## src/rtl/lzw_pkg.sv

```systemverilog
// Shared definitions for the LZW dictionary lookup controller: default widths,
// FSM state encoding and the reserved empty-slot key.
package lzw_pkg;
    localparam int LZW_DATA_WIDTH = 64;
    localparam int LZW_HASH_WIDTH = 12;
    localparam logic [LZW_DATA_WIDTH-1:0] EMPTY_KEY = '0;

    typedef enum logic [2:0] {
        IDLE,
        RAM_RD,
        RAM_CMP,
        CT_RD,
        CT_WAIT,
        WR_RAM,
        WR_CT,
        RESP
    } state_e;
endpackage

```

## src/rtl/lzw_dict_ctrl_if.sv

```systemverilog
// Lookup request / response handshake between a requester (master) and the
// dictionary controller (slave).
interface lzw_dict_ctrl_if #(
    parameter int DW = lzw_pkg::LZW_DATA_WIDTH,
    parameter int HW = lzw_pkg::LZW_HASH_WIDTH
);
    logic          req_valid;
    logic          req_ready;
    logic [DW-1:0] req_key;
    logic [HW-1:0] req_hash;
    logic [HW-1:0] req_code;
    logic          rsp_valid;
    logic          rsp_ready;
    logic          rsp_hit;
    logic [HW-1:0] rsp_code;
    logic          rsp_full;

    modport master (
        output req_valid, req_key, req_hash, req_code, rsp_ready,
        input  req_ready, rsp_valid, rsp_hit, rsp_code, rsp_full
    );
    modport slave (
        input  req_valid, req_key, req_hash, req_code, rsp_ready,
        output req_ready, rsp_valid, rsp_hit, rsp_code, rsp_full
    );
endinterface

```

## src/rtl/lzw_dict_ctrl.sv

```systemverilog
// LZW dictionary controller: looks a key up in a direct-mapped hash RAM, falls
// back to an external conflict table on collision, and inserts on a miss.
module lzw_dict_ctrl #(
    parameter int DATA_WIDTH = lzw_pkg::LZW_DATA_WIDTH,
    parameter int HASH_WIDTH = lzw_pkg::LZW_HASH_WIDTH
) (
    input  logic                  clk,
    input  logic                  rst,
    lzw_dict_ctrl_if.slave        bus,
    output logic [HASH_WIDTH-1:0] ram_addr,
    output logic                  ram_we,
    output logic [DATA_WIDTH-1:0] ram_wkey,
    output logic [HASH_WIDTH-1:0] ram_wcode,
    input  logic [DATA_WIDTH-1:0] ram_rkey,
    input  logic [HASH_WIDTH-1:0] ram_rcode,
    output logic                  ct_cs,
    output logic                  ct_we,
    output logic [DATA_WIDTH-1:0] ct_data,
    output logic [HASH_WIDTH-1:0] ct_hash,
    output logic [HASH_WIDTH-1:0] ct_map,
    input  logic                  ct_match,
    input  logic [HASH_WIDTH-1:0] ct_map_out,
    input  logic                  ct_full
);
    import lzw_pkg::*;

    localparam logic [DATA_WIDTH-1:0] EMPTY = DATA_WIDTH'(EMPTY_KEY);

    state_e                state_q, state_d;
    logic                  ready_q, ready_d;
    logic [DATA_WIDTH-1:0] key_q, key_d;
    logic [HASH_WIDTH-1:0] hash_q, hash_d;
    logic [HASH_WIDTH-1:0] code_q, code_d;
    logic                  hit_q, hit_d;
    logic                  full_q, full_d;
    logic [HASH_WIDTH-1:0] rcode_q, rcode_d;

    always_ff @(posedge clk or negedge rst) begin
        if (!rst) begin
            state_q <= IDLE;
            ready_q <= 1'b0;
            key_q   <= '0;
            hash_q  <= '0;
            code_q  <= '0;
            hit_q   <= 1'b0;
            full_q  <= 1'b0;
            rcode_q <= '0;
        end else begin
            state_q <= state_d;
            ready_q <= ready_d;
            key_q   <= key_d;
            hash_q  <= hash_d;
            code_q  <= code_d;
            hit_q   <= hit_d;
            full_q  <= full_d;
            rcode_q <= rcode_d;
        end
    end

    // Ready is registered so it stays low throughout reset and rises on the
    // first edge after release.
    assign bus.req_ready = ready_q;
    assign bus.rsp_valid = (state_q == RESP);
    assign bus.rsp_hit   = hit_q;
    assign bus.rsp_full  = full_q;
    assign bus.rsp_code  = rcode_q;

    always_comb begin
        state_d   = state_q;
        key_d     = key_q;
        hash_d    = hash_q;
        code_d    = code_q;
        hit_d     = hit_q;
        full_d    = full_q;
        rcode_d   = rcode_q;
        ram_addr  = '0;
        ram_we    = 1'b0;
        ram_wkey  = '0;
        ram_wcode = '0;
        ct_cs     = 1'b0;
        ct_we     = 1'b0;
        ct_data   = '0;
        ct_hash   = '0;
        ct_map    = '0;
        unique case (state_q)
            IDLE: begin
                if (bus.req_valid && ready_q) begin
                    key_d  = bus.req_key;
                    hash_d = bus.req_hash;
                    code_d = bus.req_code;
                    hit_d  = 1'b0;
                    full_d = 1'b0;
                    // The reserved empty key never touches either table.
                    if (bus.req_key == EMPTY) begin
                        rcode_d = '0;
                        state_d = RESP;
                    end else begin
                        rcode_d  = bus.req_code;
                        ram_addr = bus.req_hash;
                        state_d  = RAM_RD;
                    end
                end
            end
            RAM_RD: begin
                ram_addr = hash_q;
                state_d  = RAM_CMP;
            end
            RAM_CMP: begin
                if (ram_rkey == EMPTY) begin
                    state_d = WR_RAM;
                end else if (ram_rkey == key_q) begin
                    hit_d   = 1'b1;
                    rcode_d = ram_rcode;
                    state_d = RESP;
                end else begin
                    state_d = CT_RD;
                end
            end
            CT_RD: begin
                ct_cs   = 1'b1;
                ct_data = key_q;
                if (ct_match) begin
                    state_d = CT_WAIT;
                end else if (ct_full) begin
                    full_d  = 1'b1;
                    state_d = RESP;
                end else begin
                    state_d = WR_CT;
                end
            end
            CT_WAIT: begin
                ct_cs   = 1'b1;
                ct_data = key_q;
                hit_d   = 1'b1;
                rcode_d = ct_map_out;
                state_d = RESP;
            end
            WR_RAM: begin
                ram_we    = 1'b1;
                ram_addr  = hash_q;
                ram_wkey  = key_q;
                ram_wcode = code_q;
                state_d   = RESP;
            end
            WR_CT: begin
                ct_cs   = 1'b1;
                ct_we   = 1'b1;
                ct_data = key_q;
                ct_hash = hash_q;
                ct_map  = code_q;
                state_d = RESP;
            end
            RESP: begin
                if (bus.rsp_ready) state_d = IDLE;
            end
            default: state_d = IDLE;
        endcase
        ready_d = (state_d == IDLE);
    end
endmodule
```

## src/flat_wrapper.sv

```systemverilog
// flat-port wrapper written by rule: the top's interface ports become plain ports
module lzw_dict_ctrl_flat import lzw_pkg::*;
#(
    parameter int DATA_WIDTH = lzw_pkg::LZW_DATA_WIDTH,
    parameter int HASH_WIDTH = lzw_pkg::LZW_HASH_WIDTH
)
  (clk, rst, ram_addr, ram_we, ram_wkey, ram_wcode, ram_rkey, ram_rcode, ct_cs, ct_we, ct_data, ct_hash, ct_map, ct_match, ct_map_out, ct_full, bus_req_valid, bus_req_key, bus_req_hash, bus_req_code, bus_rsp_ready, bus_req_ready, bus_rsp_valid, bus_rsp_hit, bus_rsp_code, bus_rsp_full);
  lzw_dict_ctrl_if bus_i ();
  input  logic clk;
  input  logic rst;
  output logic [HASH_WIDTH-1:0] ram_addr;
  output logic ram_we;
  output logic [DATA_WIDTH-1:0] ram_wkey;
  output logic [HASH_WIDTH-1:0] ram_wcode;
  input  logic [DATA_WIDTH-1:0] ram_rkey;
  input  logic [HASH_WIDTH-1:0] ram_rcode;
  output logic ct_cs;
  output logic ct_we;
  output logic [DATA_WIDTH-1:0] ct_data;
  output logic [HASH_WIDTH-1:0] ct_hash;
  output logic [HASH_WIDTH-1:0] ct_map;
  input  logic ct_match;
  input  logic [HASH_WIDTH-1:0] ct_map_out;
  input  logic ct_full;
  input wire logic [$bits(bus_i.req_valid)-1:0] bus_req_valid;
  input wire logic [$bits(bus_i.req_key)-1:0] bus_req_key;
  input wire logic [$bits(bus_i.req_hash)-1:0] bus_req_hash;
  input wire logic [$bits(bus_i.req_code)-1:0] bus_req_code;
  input wire logic [$bits(bus_i.rsp_ready)-1:0] bus_rsp_ready;
  output wire logic [$bits(bus_i.req_ready)-1:0] bus_req_ready;
  output wire logic [$bits(bus_i.rsp_valid)-1:0] bus_rsp_valid;
  output wire logic [$bits(bus_i.rsp_hit)-1:0] bus_rsp_hit;
  output wire logic [$bits(bus_i.rsp_code)-1:0] bus_rsp_code;
  output wire logic [$bits(bus_i.rsp_full)-1:0] bus_rsp_full;
  assign bus_i.req_valid = bus_req_valid;
  assign bus_i.req_key = bus_req_key;
  assign bus_i.req_hash = bus_req_hash;
  assign bus_i.req_code = bus_req_code;
  assign bus_i.rsp_ready = bus_rsp_ready;
  assign bus_req_ready = bus_i.req_ready;
  assign bus_rsp_valid = bus_i.rsp_valid;
  assign bus_rsp_hit = bus_i.rsp_hit;
  assign bus_rsp_code = bus_i.rsp_code;
  assign bus_rsp_full = bus_i.rsp_full;
  lzw_dict_ctrl #(.DATA_WIDTH(DATA_WIDTH), .HASH_WIDTH(HASH_WIDTH)) u_core (.clk(clk), .rst(rst), .bus(bus_i), .ram_addr(ram_addr), .ram_we(ram_we), .ram_wkey(ram_wkey), .ram_wcode(ram_wcode), .ram_rkey(ram_rkey), .ram_rcode(ram_rcode), .ct_cs(ct_cs), .ct_we(ct_we), .ct_data(ct_data), .ct_hash(ct_hash), .ct_map(ct_map), .ct_match(ct_match), .ct_map_out(ct_map_out), .ct_full(ct_full));
endmodule
```

## config.mk

```make
export PLATFORM = sky130hd
export DESIGN_NAME = lzw_dict_ctrl_flat
export DESIGN_NICKNAME = d
export VERILOG_FILES = /design/src/rtl/lzw_pkg.sv /design/src/rtl/lzw_dict_ctrl_if.sv /design/src/rtl/lzw_dict_ctrl.sv /design/src/flat_wrapper.sv
export SDC_FILE = /design/constraint.sdc
export NUM_CORES = 1
export LEC_CHECK = 0
export ABC_AREA = 1
export BUFFER_PORTS_ARGS = -buffer_cell sky130_fd_sc_hd__buf_2
export CORE_MARGIN = 8
export CORE_UTILIZATION = 41
export DETAILED_ROUTE_END_ITERATION = 10
export GPL_TIMING_DRIVEN = 0
export HOLD_SLACK_MARGIN = 0.05
export PLACE_DENSITY = 0.79
export SLEW_MARGIN = 20
export SYNTH_ARGS = -nofsm -noshare
export SYNTH_HDL_FRONTEND = slang
export SYNTH_SLANG_ARGS = --single-unit
```

## constraint.sdc

```tcl
create_clock -name clk -period 1.33 [get_ports clk]
set_input_delay 0.0665 -clock clk [delete_from_list [all_inputs] [get_ports clk]]
set_output_delay 0.0665 -clock clk [all_outputs]
set_load 0.02 [all_outputs]
```

[Word-level counts from Yosys, hierarchy flattened]
Index checks and enable logic that the tools add are counted.
Operators by class
  equal/unequal tests: 13
  reductions and logical operators: 13
  mux-type cells: 31
Operators by type and width (number)
  zero test 64 bit: 2
  2-to-1 mux 64 bit: 2
  2-to-1 mux 12 bit: 9
  equality test 64 bit: 1
  case mux 12 bit (3 select lines): 1
  case mux 12 bit (2 select lines): 1
  2-to-1 mux 3 bit: 6
  case mux 3 bit (6 select lines): 1
  equality test 3 bit (second input constant): 4
  2-to-1 mux 1 bit: 9
  AND reduction 4 bit: 2
  equality test 3 x 2 -> 1 bit (second input constant): 2
  zero test 3 bit: 2
  inequality test 2 bit (second input constant): 3
  OR reduction 3 bit: 2
  inequality test 2 x 1 -> 1 bit (second input constant): 2
  equality test 3 x 1 -> 1 bit (second input constant): 1
  case mux 1 bit (3 select lines): 1
  nonzero test 3 bit: 1
  case mux 1 bit (2 select lines): 1
  AND reduction 2 bit: 1
  nonzero test 2 bit: 1
  OR reduction 2 bit: 1
  logical AND 1 bit: 1
Word-level totals
  output and inout port bits: 195
  logic and storage cells: 65
  bits of input ports: 182
  register bits after elaboration: 106

[Longest topological paths before layout]
  depth in word-level cells: 5
  mapped depth: 14
  mapped depth without buffers: 13

[Worst setup path before layout]
No wires, ideal clock.
  path kind: register -> output
  start point: reg u_core.state_q[1]
  end point: out ct_hash[10]
  arrival: 1716 ps
  path slack: -452 ps
  cell stages (with the launch flop): 7
  path through: dfrtp_1 -> inv_2 -> buf_2 -> nor2_1 -> inv_1 -> buf_2 -> nor2_1
Between the ends
  longest elaborated chain between the ends: 2
Ends and longest elaborated chain
  start, declared: line lzw_dict_ctrl.sv:29  | state_e state_q, state_d;
  start signal, assigned: line lzw_dict_ctrl.sv:49  | state_q <= state_d;
  equality test 3 bit: line lzw_dict_ctrl.sv:85  | unique case (state_q)
  2-to-1 mux 12 bit: line lzw_dict_ctrl.sv:85
  end, declared: line flat_wrapper.sv:20  | output logic [HASH_WIDTH-1:0] ct_hash;
No other way between the ends.

[Worst setup path in the final report]
  start point: reg u_core.state_q[2]
  end point: out ram_addr[10]
Between the ends
  longest elaborated chain between the ends: 3
Ends and longest elaborated chain
  equality test 3 x 1 -> 1 bit or equality test 3 bit (tied branches): line lzw_dict_ctrl.sv:85
  OR reduction 2 bit (no line)
  case mux 12 bit (2 select lines) (*): line lzw_dict_ctrl.sv:85
  end, declared: line flat_wrapper.sv:11  | output logic [HASH_WIDTH-1:0] ram_addr;
Mark *: on every way between the ends. The rest lies on a longest branch, timed or not.

==> metrics.txt <==
status=finished with violations; failing checks=DRC, setup timing; dpl hpwl=24000 microns; power per standard cell area=2480 nW/um^2; gr ovfl total=0; f_max=483 MHz; Arr. time, crit path=2.01 ns; CTS max path bufs=2; unrepaired setup endpoints after global routing=yes; GRT Total Usage=0.329; dpl cells=1748; IO buf count=376; Slowest-stage cell, CP=dfrtp_1; DRC viols=2; final setup violation count=286; critical-path cell list=buf_6, nor2_4, inv_4, nor3_4, buf_6, buf_12, nand2_8, o22ai_4, buf_6; CP Launch Type=flop; Sw Share=0.515; largest net degree at the start of global routing=61; leakage=7.28 nW; Layout Skew=0.0139 ns; Bufs and invs on worst path=5; flip-flop and latch count after synthesis=106; Most common cell on crit path=buf_6; Worst setup EP type=output pin; final hold violation count=0; first-pass GRT wire length=56300 microns; worst slew pin tran=0.594 ns; CP delay by family, top=buffers and inverters; Pre-antenna DRT Iters=11; pre-CTS WS=-0.732 ns; NetSw=19.1 mW; routed via count=11800; clk_lat worst skew=0.36 ns; Num CTS Buffers=9; final net count=1899; Clk pwr share=0.078; row cnt=48; Top Ports=377; max_slew headroom=0.604; sequential power share=0.165; Reg clk slew, reported paths=0.09 ns; Initial Utilization=0.412; H-tree Lvls=3; hold path start=ram_rcode[9]; post-route antenna net violation count=0; Slowest Stage Delay on Critical Path=0.44 ns; Synth top area share=0.379; critical path class=flop to output pin; worst-path maximum fanout=8; warnings from Yosys=0; GPL Wtd Cong=0.927; cell-internal power=17.9 mW; Root Buffer=clkbuf_16; Mapped Nets=1328; Post-Syn Area=7010 sq um; final period utilization=1.56; sequential area share after synthesis=0.379; ranking of synthesized cells by area=dfrtp_1 (38%), nand2_1 (19%), nor2_1 (15%); Initial DRC Count=1441; CP Launch Point=u_core.state_q[2]; initial antenna violation count=5; clock period minus worst slack=2.07 ns; FF-to-FF Start=u_core.state_q[2]; combinational power share=0.756; vias in the first global route=10500; Routed wire per std cell=24.9 microns; Finished Layout Cells=1953; FILL cells=711; Vias/cell=6.02; CP Data Required Time=1.26 ns; CTS sink cnt=106; min-delay worst type=primary input to flop; Final Max Tran Viols=0; core area=17000 sq um; Gate Count Post-Synth=1146; TritonCTS clock tree=done; Synth area leader=dfrtp_1; Die W=147 microns; max_cap viols=0; Die H=147 microns; worst vdd ir=1.56 mV; Total Routed Length=48700 microns; Yosys cell types=23; syn_area_per_cell=6.11 sq um; Tot Pwr=37.0 mW; Die ar.=21500 sq um; area delta synth->final=113%; setup ws final=-0.742 ns; share of layout cells above drive strength 1=0.491
-- power by group through the flow --
stage               registers, mW  clock network [mW]  logic, mW
global route                 6.21                2.99       29.0
floorplan                    5.89                   0       11.0
global placement             5.71                   0       15.6
detailed placement           5.79                   0       15.9
CTS                          5.79                2.77       20.7
finish                       6.13                2.90       28.0
-- final timing paths --
path                                          end  slack [ns]  cells after the start
max                                  ram_addr[10]       -0.74                      9
min                        u_core.bus.rsp_code[9]        0.24                      6
max reg2reg                u_core.bus.rsp_code[4]       -0.74                     11
min reg2reg                u_core.bus.rsp_code[6]        0.51                      2
max in group asynchronous        u_core.key_q[12]        0.35                      3
min in group asynchronous        u_core.hash_q[1]        0.28                      2
-- synthesized netlist by cell type --
master	number
nand3_4	1
nand3_1	13
buf_2	35
xor2_1	10
nor2_1	288
nand4_1	23
nand2_2	1
dfrtp_1	106
nor3_1	3
inv_2	16
nor2_4	1
nor2_2	1
o22ai_1	12
inv_1	165
nand2_1	355
a32o_1	12
o21ai_0	89
nor3_4	1
clkbuf_1	9
buf_6	1
buf_4	2
o21ai_2	1
nand3b_1	1
-- sequential cells by signal (all words and copies together) (netlist names) --
| register | cells |
|---|---|
| u_core.bus.req_ready | 1 |
| u_core.bus.rsp_code | 12 |
| u_core.bus.rsp_full | 1 |
| u_core.bus.rsp_hit | 1 |
| u_core.code_q | 12 |
| u_core.hash_q | 12 |
| u_core.key_q | 64 |
| u_core.state_q | 3 |
-- per-layer routing --
layer / global-route usage / share of wire
met1: 0.352 / 0.30
met2: 0.565 / 0.46
met3: 0.0929 / 0.13
met4: 0.208 / 0.10
met5: 0 / 0.00023
-- placed cells by master (no fill, tap or decap), types with 52 or more instances in the layout --
master	n
nor2_4	163
buf_2	200
o21ai_0	53
nor2_1	108
buf_6	198
dfrtp_1	104
buf_4	52
dlygate4sd3_1	91
nand2_1	313
inv_1	125
-- worst min-delay path: stages --
cell and delay, ns:
buf_2 0.08, a32o_1 0.12, inv_1 0.05, nand2_1 0.07, nand4_1 0.10, nand2_1 0.08
-- stage by stage --
stage                     hold WS (ns)  TNS, ns  instance area (sq um)  utilization
final                            0.236  -163.82                  14900        0.879
after global routing             0.237  -177.29                  14900        0.879
after CTS                        0.161  -111.08                  12900        0.757
after detailed placement        0.0256  -106.52                  10100        0.593
after global placement           0.285  -217.31                  10000        0.591
after floorplan                 -0.229   -13.08                   7890            -
-- what timing repair did --
action / CTS / global route
endpoints found under the hold margin: 135 / 0
pin swaps: 28 / 24
endpoints found under the setup margin: 285 / 286
setup buffers: 41 / 30
gates cloned: 10 / 19
resized for setup: 352 / 451
hold buffers: 91 / 0
-- layout make-up --
cell class	instances	area, sq um	area share
sequential	106	2660	0.178
timing repair buffer	563	5210	0.348
tap	225	282	0.0188
inverter	181	706	0.0472
clock inverter	6	67.6	0.00452
multi-input combinational	812	5080	0.340
antenna	6	15.0	0.00100
buffer	44	702	0.0470
clock buffer	10	229	0.0153
-- cell families after synthesis --
kind of cell,synth area share
AO/OA/AOI/OAI,0.0927
AND/OR/NAND/NOR,0.386
buffers and inverters,0.131
flip-flops,0.379
XOR/XNOR,0.0125
Power figures use the tool's default switching activity.
